<file path="src/rtl/vga_timing_pkg.sv">
// vga_timing_pkg
//   Shared types and default constants for the 640x480@60 Hz VGA raster
//   timing generator.
//   Contents:
//     coord_t            - 10-bit raster coordinate
//     *_DEF constants    - active / porch / sync widths for 640x480@60
//     H_TOTAL_DEF        - pixels per line (800)
//     V_TOTAL_DEF        - lines per frame (525)
//     in_window()        - half-open range test lo <= v < hi
package vga_timing_pkg;

  typedef logic [9:0] coord_t;

  localparam int unsigned H_ACTIVE_DEF = 640;
  localparam int unsigned H_FP_DEF     = 16;
  localparam int unsigned H_SYNC_DEF   = 96;
  localparam int unsigned H_BP_DEF     = 48;

  localparam int unsigned V_ACTIVE_DEF = 480;
  localparam int unsigned V_FP_DEF     = 10;
  localparam int unsigned V_SYNC_DEF   = 2;
  localparam int unsigned V_BP_DEF     = 33;

  localparam int unsigned H_TOTAL_DEF = H_ACTIVE_DEF + H_FP_DEF + H_SYNC_DEF + H_BP_DEF;
  localparam int unsigned V_TOTAL_DEF = V_ACTIVE_DEF + V_FP_DEF + V_SYNC_DEF + V_BP_DEF;

  // Half-open window test used for sync pulse decode.
  function automatic logic in_window(input int v, input int lo, input int hi);
    return (v >= lo) && (v < hi);
  endfunction

endpackage

</file>
<file path="src/rtl/vga_timing_gen_sync_delay_line.sv">
// sync_delay_line
//   Enable-gated shift register with a loadable reset value. Each stage
//   advances only when ce_i is high, so the delay is counted in pixels,
//   not in clocks.
//   Parameters: WIDTH (bits per stage), DEPTH (number of stages, >= 1)
//   Ports:
//     clk_i      in   clock
//     rst_i      in   synchronous active-high reset
//     ce_i       in   shift enable
//     rst_val_i  in   WIDTH  value loaded into every stage on reset
//     d_i        in   WIDTH  data in
//     q_o        out  WIDTH  data delayed by DEPTH enabled cycles
module sync_delay_line #(
  parameter int WIDTH = 2,
  parameter int DEPTH = 2
) (
  input  logic             clk_i,
  input  logic             rst_i,
  input  logic             ce_i,
  input  logic [WIDTH-1:0] rst_val_i,
  input  logic [WIDTH-1:0] d_i,
  output logic [WIDTH-1:0] q_o
);

  if (DEPTH < 1) begin : g_depth_chk
    $error("sync_delay_line: DEPTH must be at least 1");
  end

  logic [WIDTH-1:0] stage_q [DEPTH];

  always_ff @(posedge clk_i) begin
    if (rst_i) begin
      for (int i = 0; i < DEPTH; i++) stage_q[i] <= rst_val_i;
    end else if (ce_i) begin
      stage_q[0] <= d_i;
      for (int i = 1; i < DEPTH; i++) stage_q[i] <= stage_q[i-1];
    end
  end

  assign q_o = stage_q[DEPTH-1];

endmodule

</file>
<file path="src/rtl/vga_timing_gen.sv">
// vga_timing_gen
//   640x480@60 Hz VGA raster timing generator (geometry parameterised).
//   Produces the DrawX/DrawY/blank interface for the renderers and the
//   active-low hs/vs pins for the DAC. All outputs are registers.
//
//   Optional build macro: VGA_TIMING_PIPE_COMP_EN
//     defined   - hs/vs pass through a PIPE_DEPTH-stage, pix_ce-gated delay
//                 so they line up with the renderers' ROM + colour register.
//     undefined - hs/vs are zero-skew with DrawX/DrawY; no delay flops.
//
//   Ports:
//     vga_clk      in   pixel-domain clock
//     reset        in   synchronous active-high reset
//     pix_ce       in   pixel advance enable
//     DrawX        out  10  horizontal counter 0..H_TOTAL-1
//     DrawY        out  10  vertical counter 0..V_TOTAL-1
//     hs, vs       out  active-low syncs
//     blank        out  1 = active video
//     line_start   out  one-clock pulse when an advance lands on DrawX==0
//     frame_start  out  one-clock pulse when an advance lands on (0,0)
//     frame_count  out  8  frames started since reset (wraps)
module vga_timing_gen
  import vga_timing_pkg::*;
#(
  parameter int unsigned H_ACTIVE   = H_ACTIVE_DEF,
  parameter int unsigned H_FP       = H_FP_DEF,
  parameter int unsigned H_SYNC     = H_SYNC_DEF,
  parameter int unsigned H_BP       = H_BP_DEF,
  parameter int unsigned V_ACTIVE   = V_ACTIVE_DEF,
  parameter int unsigned V_FP       = V_FP_DEF,
  parameter int unsigned V_SYNC     = V_SYNC_DEF,
  parameter int unsigned V_BP       = V_BP_DEF,
  parameter int unsigned PIPE_DEPTH = 2
) (
  input  logic       vga_clk,
  input  logic       reset,
  input  logic       pix_ce,
  output logic [9:0] DrawX,
  output logic [9:0] DrawY,
  output logic       hs,
  output logic       vs,
  output logic       blank,
  output logic       line_start,
  output logic       frame_start,
  output logic [7:0] frame_count
);

  localparam int unsigned H_TOTAL = H_ACTIVE + H_FP + H_SYNC + H_BP;
  localparam int unsigned V_TOTAL = V_ACTIVE + V_FP + V_SYNC + V_BP;

  if (H_TOTAL > 1024 || V_TOTAL > 1024) begin : g_total_chk
    $error("vga_timing_gen: H_TOTAL and V_TOTAL must not exceed 1024");
  end
  if (PIPE_DEPTH < 1) begin : g_pipe_chk
    $error("vga_timing_gen: PIPE_DEPTH must be at least 1");
  end

  localparam coord_t H_LAST = coord_t'(H_TOTAL - 1);
  localparam coord_t V_LAST = coord_t'(V_TOTAL - 1);

  // Decode windows kept as int so an end of exactly 1024 cannot truncate.
  localparam int HS_START = int'(H_ACTIVE + H_FP);
  localparam int HS_END   = int'(H_ACTIVE + H_FP + H_SYNC);
  localparam int VS_START = int'(V_ACTIVE + V_FP);
  localparam int VS_END   = int'(V_ACTIVE + V_FP + V_SYNC);
  localparam int H_ACT_I  = int'(H_ACTIVE);
  localparam int V_ACT_I  = int'(V_ACTIVE);

  coord_t     x_q, x_d;
  coord_t     y_q, y_d;
  logic       hs_q, hs_d;
  logic       vs_q, vs_d;
  logic       blank_q, blank_d;
  logic       line_q, line_d;
  logic       frame_q, frame_d;
  logic [7:0] fcount_q;

  // Next counter value; sync/blank are decoded from it so the registered
  // flags describe the same pixel as the registered counters.
  always_comb begin
    x_d = x_q;
    y_d = y_q;
    if (pix_ce) begin
      if (x_q == H_LAST) begin
        x_d = '0;
        y_d = (y_q == V_LAST) ? '0 : y_q + 10'd1;
      end else begin
        x_d = x_q + 10'd1;
      end
    end
    hs_d    = !in_window(int'(x_d), HS_START, HS_END);
    vs_d    = !in_window(int'(y_d), VS_START, VS_END);
    blank_d = (int'(x_d) < H_ACT_I) && (int'(y_d) < V_ACT_I);
    line_d  = pix_ce && (x_d == '0);
    frame_d = line_d && (y_d == '0);
  end

  always_ff @(posedge vga_clk) begin
    if (reset) begin
      x_q      <= H_LAST;
      y_q      <= V_LAST;
      hs_q     <= 1'b1;
      vs_q     <= 1'b1;
      blank_q  <= 1'b0;
      line_q   <= 1'b0;
      frame_q  <= 1'b0;
      fcount_q <= 8'd0;
    end else begin
      x_q     <= x_d;
      y_q     <= y_d;
      hs_q    <= hs_d;
      vs_q    <= vs_d;
      blank_q <= blank_d;
      line_q  <= line_d;
      frame_q <= frame_d;
      if (frame_d) fcount_q <= fcount_q + 8'd1;
    end
  end

  assign DrawX       = x_q;
  assign DrawY       = y_q;
  assign blank       = blank_q;
  assign line_start  = line_q;
  assign frame_start = frame_q;
  assign frame_count = fcount_q;

`ifdef VGA_TIMING_PIPE_COMP_EN
  // Bit 1 = hs, bit 0 = vs; idle (deasserted) level is 1 for both.
  logic [1:0] sync_dly;

  sync_delay_line #(
    .WIDTH(2),
    .DEPTH(int'(PIPE_DEPTH))
  ) u_sync_dly (
    .clk_i    (vga_clk),
    .rst_i    (reset),
    .ce_i     (pix_ce),
    .rst_val_i(2'b11),
    .d_i      ({hs_q, vs_q}),
    .q_o      (sync_dly)
  );

  assign hs = sync_dly[1];
  assign vs = sync_dly[0];
`else
  assign hs = hs_q;
  assign vs = vs_q;
`endif

endmodule

</file>
<file path="config.mk">
export PLATFORM = sky130hd
export DESIGN_NAME = vga_timing_gen
export DESIGN_NICKNAME = d
export VERILOG_FILES = /design/src/rtl/vga_timing_pkg.sv /design/src/rtl/vga_timing_gen_sync_delay_line.sv /design/src/rtl/vga_timing_gen.sv
export SDC_FILE = /design/constraint.sdc
export NUM_CORES = 1
export LEC_CHECK = 0
export BUFFER_PORTS_ARGS = -buffer_cell sky130_fd_sc_hd__buf_2
export CORE_MARGIN = 3
export CORE_UTILIZATION = 40
export CTS_BUF_LIST = sky130_fd_sc_hd__clkbuf_4
export CTS_CLUSTER_DIAMETER = 40
export CTS_CLUSTER_SIZE = 28
export DETAILED_ROUTE_END_ITERATION = 10
export PLACE_DENSITY_LB_ADDON = 0.1
export SLEW_MARGIN = 25
export SYNTH_ARGS = -nofsm -noshare
export SYNTH_HDL_FRONTEND = slang
export SYNTH_SLANG_ARGS = --single-unit
export TNS_END_PERCENT = 5
</file>
<file path="constraint.sdc">
create_clock -name vga_clk -period 3.67 [get_ports vga_clk]
set_input_delay 0.9175 -clock vga_clk [delete_from_list [all_inputs] [get_ports vga_clk]]
set_output_delay 0.9175 -clock vga_clk [all_outputs]
set_load 0.1 [all_outputs]
</file>
# Yosys cells after proc, flatten, opt, wreduce, memory -nomap -nowiden
# Cells that the tools add are included.
dict set report word_totals {
  mem_bits_rw 0
  regBits 33
  memories 0
  latch_bits 0
  rom_bits 0
}
dict set report classes {
  n_shift 0
  reduce_logical 9
  mux 5
  n_addsub 3
  n_eq_ne 2
  mul 0
  n_lt_le_gt_ge 6
  bitwise_logic 0
  n_div 0
}
# operator n
set ops {}
lappend ops {{10-bit two-way mux} 5}
lappend ops {{10-bit by 1-bit adder with 10-bit output, second input constant} 2}
lappend ops {{10-bit == test, second input constant} 2}
lappend ops {{10-bit logical NOT} 2}
lappend ops {{10-bit < comparator, second input constant} 2}
lappend ops {{10-bit by 9-bit < comparator with 1-bit output, second input constant} 2}
lappend ops {{10-bit >= comparator, second input constant} 1}
lappend ops {{10-bit by 9-bit >= comparator with 1-bit output, second input constant} 1}
lappend ops {{8-bit by 1-bit adder with 8-bit output, second input constant} 1}
lappend ops {{1-bit logical AND} 5}
lappend ops {{1-bit logical NOT} 2}

# Longest topological paths before layout
# Gate-level depths: netlist (run 1).
dict set report depth {
  depth_word 7
  depth_mapped 10
  ltp_nobuf 9
}

# Worst setup path before layout (run 1)
# Ideal clock, no wire load.
dict set report synth_path {
  kind {flip-flop to flip-flop}
  start {reg x_q[1], in the netlist DrawX[1]}
  end {reg fcount_q[2], in the netlist frame_count[2]}
  path_buffers 2
  slack_ps -3
  path_stages_with_launch 11
  arrival_time_ps 3602
  required_ps 3600
  synth_period_minus_slack_ps 3673
  path_cell_list {dfxtp_1 ha_1 nand4b_1 or3_1 buf_2 o31a_1 a2111oi_2 nand4_1 buf_2 or4_1 a21oi_1}
}
dict set report synth_via {
  elab_chain_len 6
}
# element line
set synth_lines {}
lappend synth_lines {{from (decl)} vga_timing_gen.sv:69} ;# coord_t x_q, x_d;
lappend synth_lines {{from (signal assigned)} vga_timing_gen.sv:100} ;# x_q <= H_LAST;
lappend synth_lines {{from (signal assigned)} vga_timing_gen.sv:109} ;# x_q <= x_d;
lappend synth_lines {{10-bit by 1-bit adder with 10-bit output or 10-bit == test (tied branches)} {vga_timing_gen.sv:88, vga_timing_gen.sv:84}}
lappend synth_lines {{10-bit two-way mux} vga_timing_gen.sv:84} ;# if (x_q == H_LAST) begin
lappend synth_lines {{10-bit two-way mux} vga_timing_gen.sv:83} ;# if (pix_ce) begin
lappend synth_lines {{10-bit logical NOT} vga_timing_gen.sv:94} ;# line_d = pix_ce && (x_d == '0);
lappend synth_lines {{1-bit logical AND} vga_timing_gen.sv:94}
lappend synth_lines {{1-bit logical AND (*)} vga_timing_gen.sv:95} ;# frame_d = line_d && (y_d == '0);
lappend synth_lines {{to (signal assigned)} vga_timing_gen.sv:116} ;# if (frame_d) fcount_q <= fcount_q + 8'd1;
lappend synth_lines {{to (decl)} vga_timing_gen.sv:76} ;# logic [7:0] fcount_q;
# Mark *: on every way between the ends. The rest lies on a longest branch, timed or not.
# A chain may end at the register's enable or synchronous reset.

# Worst setup path after layout (run 1)
dict set report layout_path {
  start {reg x_q[2], in the netlist DrawX[2]}
  end {reg fcount_q[0], in the netlist frame_count[0]}
}
# The elaborated chain is that of the path after synthesis.

==> results.cfg, run 1 <==
[grt]
use_met3_pct = 3.25
grt.overflow.total = 0
met2_usage_pct = 26.6
grt_start_max_net_pins = 34
grt_pass1_vias = 1851
antenna_found_initial = 0
use_met1_pct = 25.3
busiest_layer = met2
grt_pass1_wl_mm = 8.96
grt_use_total_pct = 18.2

[floorplanning]
die_w_um = 78.0
placeableCoreArea_sq_mm = 0.00488
die_y_um = 78.0
pin_count = 36
design.die.area_sq_mm = 0.00608
rows = 25
start_util_pct = 42.5

[setup_path]
end_kind = register
worst-r2r-cell-count = 8
cp_num_buf_inv = 1
crit_cells = 8
startpoint_type = register
worstPathRequired_ns = 3.94
path_cells = or3b_4 -> or3_1 -> o31a_1 -> a2111oi_2 -> nand4_1 -> buf_4 -> or3_1 -> a21oi_1
slowest_stage = dfxtp_1
cpMostUsedCell = or3_1
path_max_fanout = 10
worstSetupPathType = reg2reg
max_stage_delay_ns = 0.50
r2r_slack_ns = 0.44
crit_family = simple AND/OR/NAND/NOR gates
cp.arrival_ns = 3.49

[final_layout]
area_growth_pct = 15.0
drive_gt1_share_pct = 21.1
fin_util_pct = 48.8
fin_area_sq_mm = 0.00238
n_antenna_cell = 0
fin_cells = 371
finalNetCount = 310

[placed_design]
port-buffer-count = 35
dp_hpwl_mm = 3.76
dp.cells = 363
place_congestion = 0.839
placed_cell_area_sq_mm = 0.00233
dp_slack_ns = 0.263

[flow_run]
max_cap_viol_count = 0

[timing]
relSlewSlack_pct = 60.5
fin_crit_sh_pct = 87.9
finalHoldViolCount = 0
setup_slack_ns = 0.444
min_period_ns = 3.23
fin_skew_ns = 0.00897
slew_viol_final = 0
clock.fmax_mhz = 310
rsz0062_at_grt = no
worstMarginPinSlew_ns = 0.587
setup_tns_ns = 0
setup_viol = 0

[synthesis]
synth.top_cell.area_share_pct = 31.9
ys_ff_latch = 33
yosysMostFrequentCell = dfxtp_1
synthFlopType = dfxtp_1
synth_area_sq_mm = 0.00207
synth_warnings = 0
synth_fp_nets = 276
ys_seq_area_share_pct = 31.9
netlist-cell-type-count = 49
synth.avg_cell_area_sq_um = 7.71
synth-edff-count = 0
synth_area_leader_cell = dfxtp_1
synthCells = 269
synth_common_cells = 33 x dfxtp_1, 24 x nor2_1, 17 x nand2_1, 17 x nand3_1, 14 x a21oi_1
synthTopCellsByArea = dfxtp_1 32%, nor2_1 4.3%, nand3_1 4.1%
async_reset_ff_share_pct = 0

[detailed_routing]
vias_per_cell = 5.60
postRouteAntennaNets = 0
drt-initial-drc-count = 140
avgRoutedWirePerCell_um = 14.0
drc = 0
vias = 2077
drtPass1Iterations = 4
finalWirelength_mm = 5.18

[min_path]
hp-class = reg2reg
min_path_cells = 2

[clock_tree]
clk_root_buffer_cell = clkbuf_4
numCtsBuffers = 5
path_clk_slew_ns = 0.11
postCtsResizedCells = 0
htreeDepth = 2
cts_setup_buffers = 0
clock_latency_ns = 0.34
hold_buffers = 0
numClockSinks = 33
cts_buffer_depth = 2
cts_tree = done

[power_and_ir_drop]
peakVddDrop_v = 0.000268
leakage_nw = 0.922
power_density_mw_per_mm2 = 504

[outcome]
status = finished clean
[metal layers]
layer	share of wire [%]	routed length, um	vias up
met5	0	0	-
met4	2.0	106	0
met3	5.0	258	8
met2	43	2250	63
met1	50	2570	943
li1	-	-	1063
[worst min-delay path, cell delays in order (launching register included)]
cell and delay [ns]:
dfxtp_1 0.35, o31ai_1 0.07, a21oi_1 0.05
[area by class of cell]
class                      instances  area, sq um
clock inverter                     3         17.5
fill                             521         2500
inverter                           9         33.8
sequential                        33          663
clock buffer                       5         37.5
multi-input combinational        209         1300
tap                               67         83.8
timing repair buffer              45          250
[registers in the layout (all words and copies together) (netlist names)]
name and count:
DrawX 10, DrawY 10, blank 1, frame_count 8, frame_start 1, hs 1, line_start 1, vs 1
[through the flow]
| stage | hold slack [ns] | total power, mW |
|---|---|---|
| final | 0.510 | 1.20 |
| after global routing | 0.546 | 1.28 |
| after CTS | 0.516 | 1.22 |
| after detailed placement | 0.499 | 1.00 |
| after global placement | 0.488 | 1.00 |
| after floorplan | 0.788 | 0.889 |
[logic make-up (layout without fill, tap and decap cells)]
kind of cell               after synthesis  in the layout  share of synthesized area [%]
AOI/OAI and AO/OA                       62             62                           19.9
xor gates and xnor gates                 9              9                           3.80
adders and majority gates                4              4                           2.41
buffers and inverters                   27             62                           5.55
DFF                                     33             33                           31.9
muxes                                    5              5                           2.59
and+or+nand+nor                        129            129                           33.9
[layout by cell type, fill, tap and decap left out, types with 3 or more instances in the layout]
cell type	count
nand2_1	17
nor2b_1	6
and3_1	7
buf_4	10
and2_1	3
buf_2	35
nor4_1	5
xor2_1	4
clkbuf_4	5
dfxtp_1	31
a21boi_0	3
ha_1	4
nor2_1	24
o21ai_1	3
o31ai_1	7
o21ai_0	11
nor3_1	11
or2_2	5
o21a_1	4
nand4_1	11
inv_1	9
a21oi_1	14
nand3_1	17
or4_1	7
nand4b_1	4
nand2b_1	7
xnor2_1	5
[report_power, final]
group          internal, mW  switching, mW
Sequential            0.387         0.0554
Combinational         0.159          0.398
Clock                0.0722          0.130
Total                 0.618          0.583
[worst paths after layout]
kind / start / to
max reg2reg: DrawX[2] / frame_count[0]
min reg2reg: frame_count[4] / frame_count[4]
min: frame_count[4] / frame_count[4]
max: DrawX[2] / frame_count[0]
Note: power is estimated with default switching activity, not from simulation.
==> inputs of run 2 (changes only) <==
- CORE_UTILIZATION: 40 -> 58
- HOLD_SLACK_MARGIN: unset -> 0.08
==> run 2 against run 1 <==
Compared with the run above: cell count is 6.7% lower; sequential power rose by 2%; via count increased by 1.4%; critical path depth up 1; clock skew decreased by 0.00066 ns; utilization is 21 points higher; cell area fell by 1.4%; wire length shrank 3.5%; register-to-register slack improved by 0.04 ns; first-iteration DRC count rose by 81%.
==> results.cfg, run 2 (synthesis gave the netlist of run 1 again) <==
[detailed_routing]
wl_met3_um = 391
avgRoutedWirePerCell_um = 14.4
postRouteAntennaNets = 0
vias = 2106
drc = 0
finalWirelength_mm = 5.00
drt-met1-wl_mm = 2.16
dr_wl_met2_mm = 2.33
top_layer = met4
drtPass1Iterations = 4
vias_per_cell = 6.09
drt-initial-drc-count = 254

[placed_design]
dp_hpwl_mm = 3.51
place_congestion = 0.936
port-buffer-count = 35

[setup_path]
crit_family = simple AND/OR/NAND/NOR gates
r2r_end = frame_count[4]
slowest_stage = or3_1
worstSetupPathType = reg2reg
worst-r2r-cell-count = 9
max_stage_delay_ns = 0.57
r2r_slack_ns = 0.48
cp.arrival_ns = 3.46
worstPathRequired_ns = 3.94
path_max_fanout = 13
startpoint_type = register
path_cells = ha_1 -> nand4b_1 -> or3_1 -> o31a_1 -> a2111oi_2 -> nand4_1 -> buf_4 -> or4_1 -> a21oi_1
end_kind = register
r2r_start = DrawX[0]
cp_num_buf_inv = 1

[power_and_ir_drop]
p_int_mw = 0.687
pwr-share-seq_pct = 35.7
switching_share_pct = 45.8
power_density_mw_per_mm2 = 540
leakage_nw = 0.914
finalPower_mw = 1.27
clockPowerShare_pct = 21.9
pwr-share-comb_pct = 42.4
peakVddDrop_v = 0.000347
power_switching_mw = 0.582

[grt]
grt.overflow.total = 0
antenna_found_initial = 0
grt_use_total_pct = 25.2
grt_start_max_net_pins = 34
grt_pass1_wl_mm = 8.56
grt_pass1_vias = 1875

[final_layout]
n_antenna_cell = 0
finalNetCount = 306
area_growth_pct = 13.4
layout_common_cells = 35 x buf_2, 31 x dfxtp_1, 24 x nor2_1
fill_cells = 291
drive_gt1_share_pct = 19.7
final_common_cell = buf_2

[clock_tree]
postCtsResizedCells = 0
cts_setup_buffers = 0
numCtsBuffers = 5
htreeDepth = 2
hold_buffers = 0
clock_latency_ns = 0.34
path_clk_slew_ns = 0.11
clk_root_buffer_cell = clkbuf_4
cts_tree = done
numClockSinks = 33
cts_buffer_depth = 2

[timing]
relSlewSlack_pct = 60.8
finalHoldViolCount = 0
min_period_ns = 3.19
setup_viol = 0
fin_crit_sh_pct = 86.9
rsz0062_at_grt = no
worstMarginPinSlew_ns = 0.583
fin_skew_ns = 0.00831
slew_viol_final = 0
setup_tns_ns = 0
clock.fmax_mhz = 313

[floorplanning]
start_util_pct = 61.2
rows = 21
die_w_um = 65.8
design.die.area_sq_mm = 0.00433
placeableCoreArea_sq_mm = 0.00339
die_y_um = 65.8
pin_count = 36

[min_path]
hp-class = reg2reg
min_path_cells = 2
hp-start = frame_count[4]
hold_end = frame_count[4]

[outcome]
status = finished clean

[flow_run]
max_cap_viol_count = 0
-- run 2: worst max-delay path by stage --
stage	start	depth (start not counted)	endpoint
global placement	pix_ce	9	frame_count[3]
detailed placement	pix_ce	8	frame_count[5]
finish	DrawX[0]	9	frame_count[4]
CTS	DrawX[2]	7	frame_count[5]
floorplan	DrawX[2]	10	frame_count[2]
global route	DrawX[0]	8	frame_count[4]
-- run 2: through the flow --
| step | cells | instance area [sq um] | setup WS, ns | util, % | hold slack, ns |
|---|---|---|---|---|---|
| 2_1_floorplan | 269 | 2080 | 0.00490 | - | 0.788 |
| 3_3_place_gp | 338 | 2270 | 0.257 | 67.0 | 0.481 |
| 3_5_place_dp | 338 | 2270 | 0.201 | 67.0 | 0.485 |
| 4_1_cts | 346 | 2350 | 0.512 | 69.4 | 0.504 |
| 5_1_grt | 346 | 2350 | 0.197 | 69.4 | 0.538 |
| 6_report | 346 | 2350 | 0.480 | 69.4 | 0.507 |
-- run 2: power by group through the flow --
stage          Sequential, mW  Clock (mW)  Combinational (mW)
6_report                0.453       0.278               0.538
5_1_grt                 0.459       0.300               0.581
4_1_cts                 0.450       0.284               0.536
3_5_place_dp            0.458           0               0.532
3_3_place_gp            0.458           0               0.526
2_1_floorplan           0.622           0               0.267
-- run 2: per-layer routing --
layer | GRT usage, % | vias to the layer above
met5 | 0 | -
met4 | 12.4 | 0
met3 | 6.63 | 13
met2 | 38.4 | 96
met1 | 32.6 | 949
li1 | - | 1048
-- run 2: area by class of cell --
type | instances | area, sq um | share of cell area [%]
inverters | 9 | 33.8 | 1.44
clock inverters | 2 | 33.8 | 1.44
well taps | 46 | 57.6 | 2.45
clock buffers | 6 | 45.0 | 1.92
flip-flops and latches | 33 | 663 | 28.2
repair buffers | 41 | 220 | 9.37
multi-input cells | 209 | 1300 | 55.2
-- run 2: worst reg2reg max path: cells and delay by family (launching register included) --
kind / cells / cell delay (ns)
AND/OR/NAND/NOR: 4 / 1.42
AO/OA/AOI/OAI: 3 / 0.80
flip-flops: 1 / 0.40
adder cells (fa/ha/maj): 1 / 0.29
buffers and inverters: 1 / 0.19
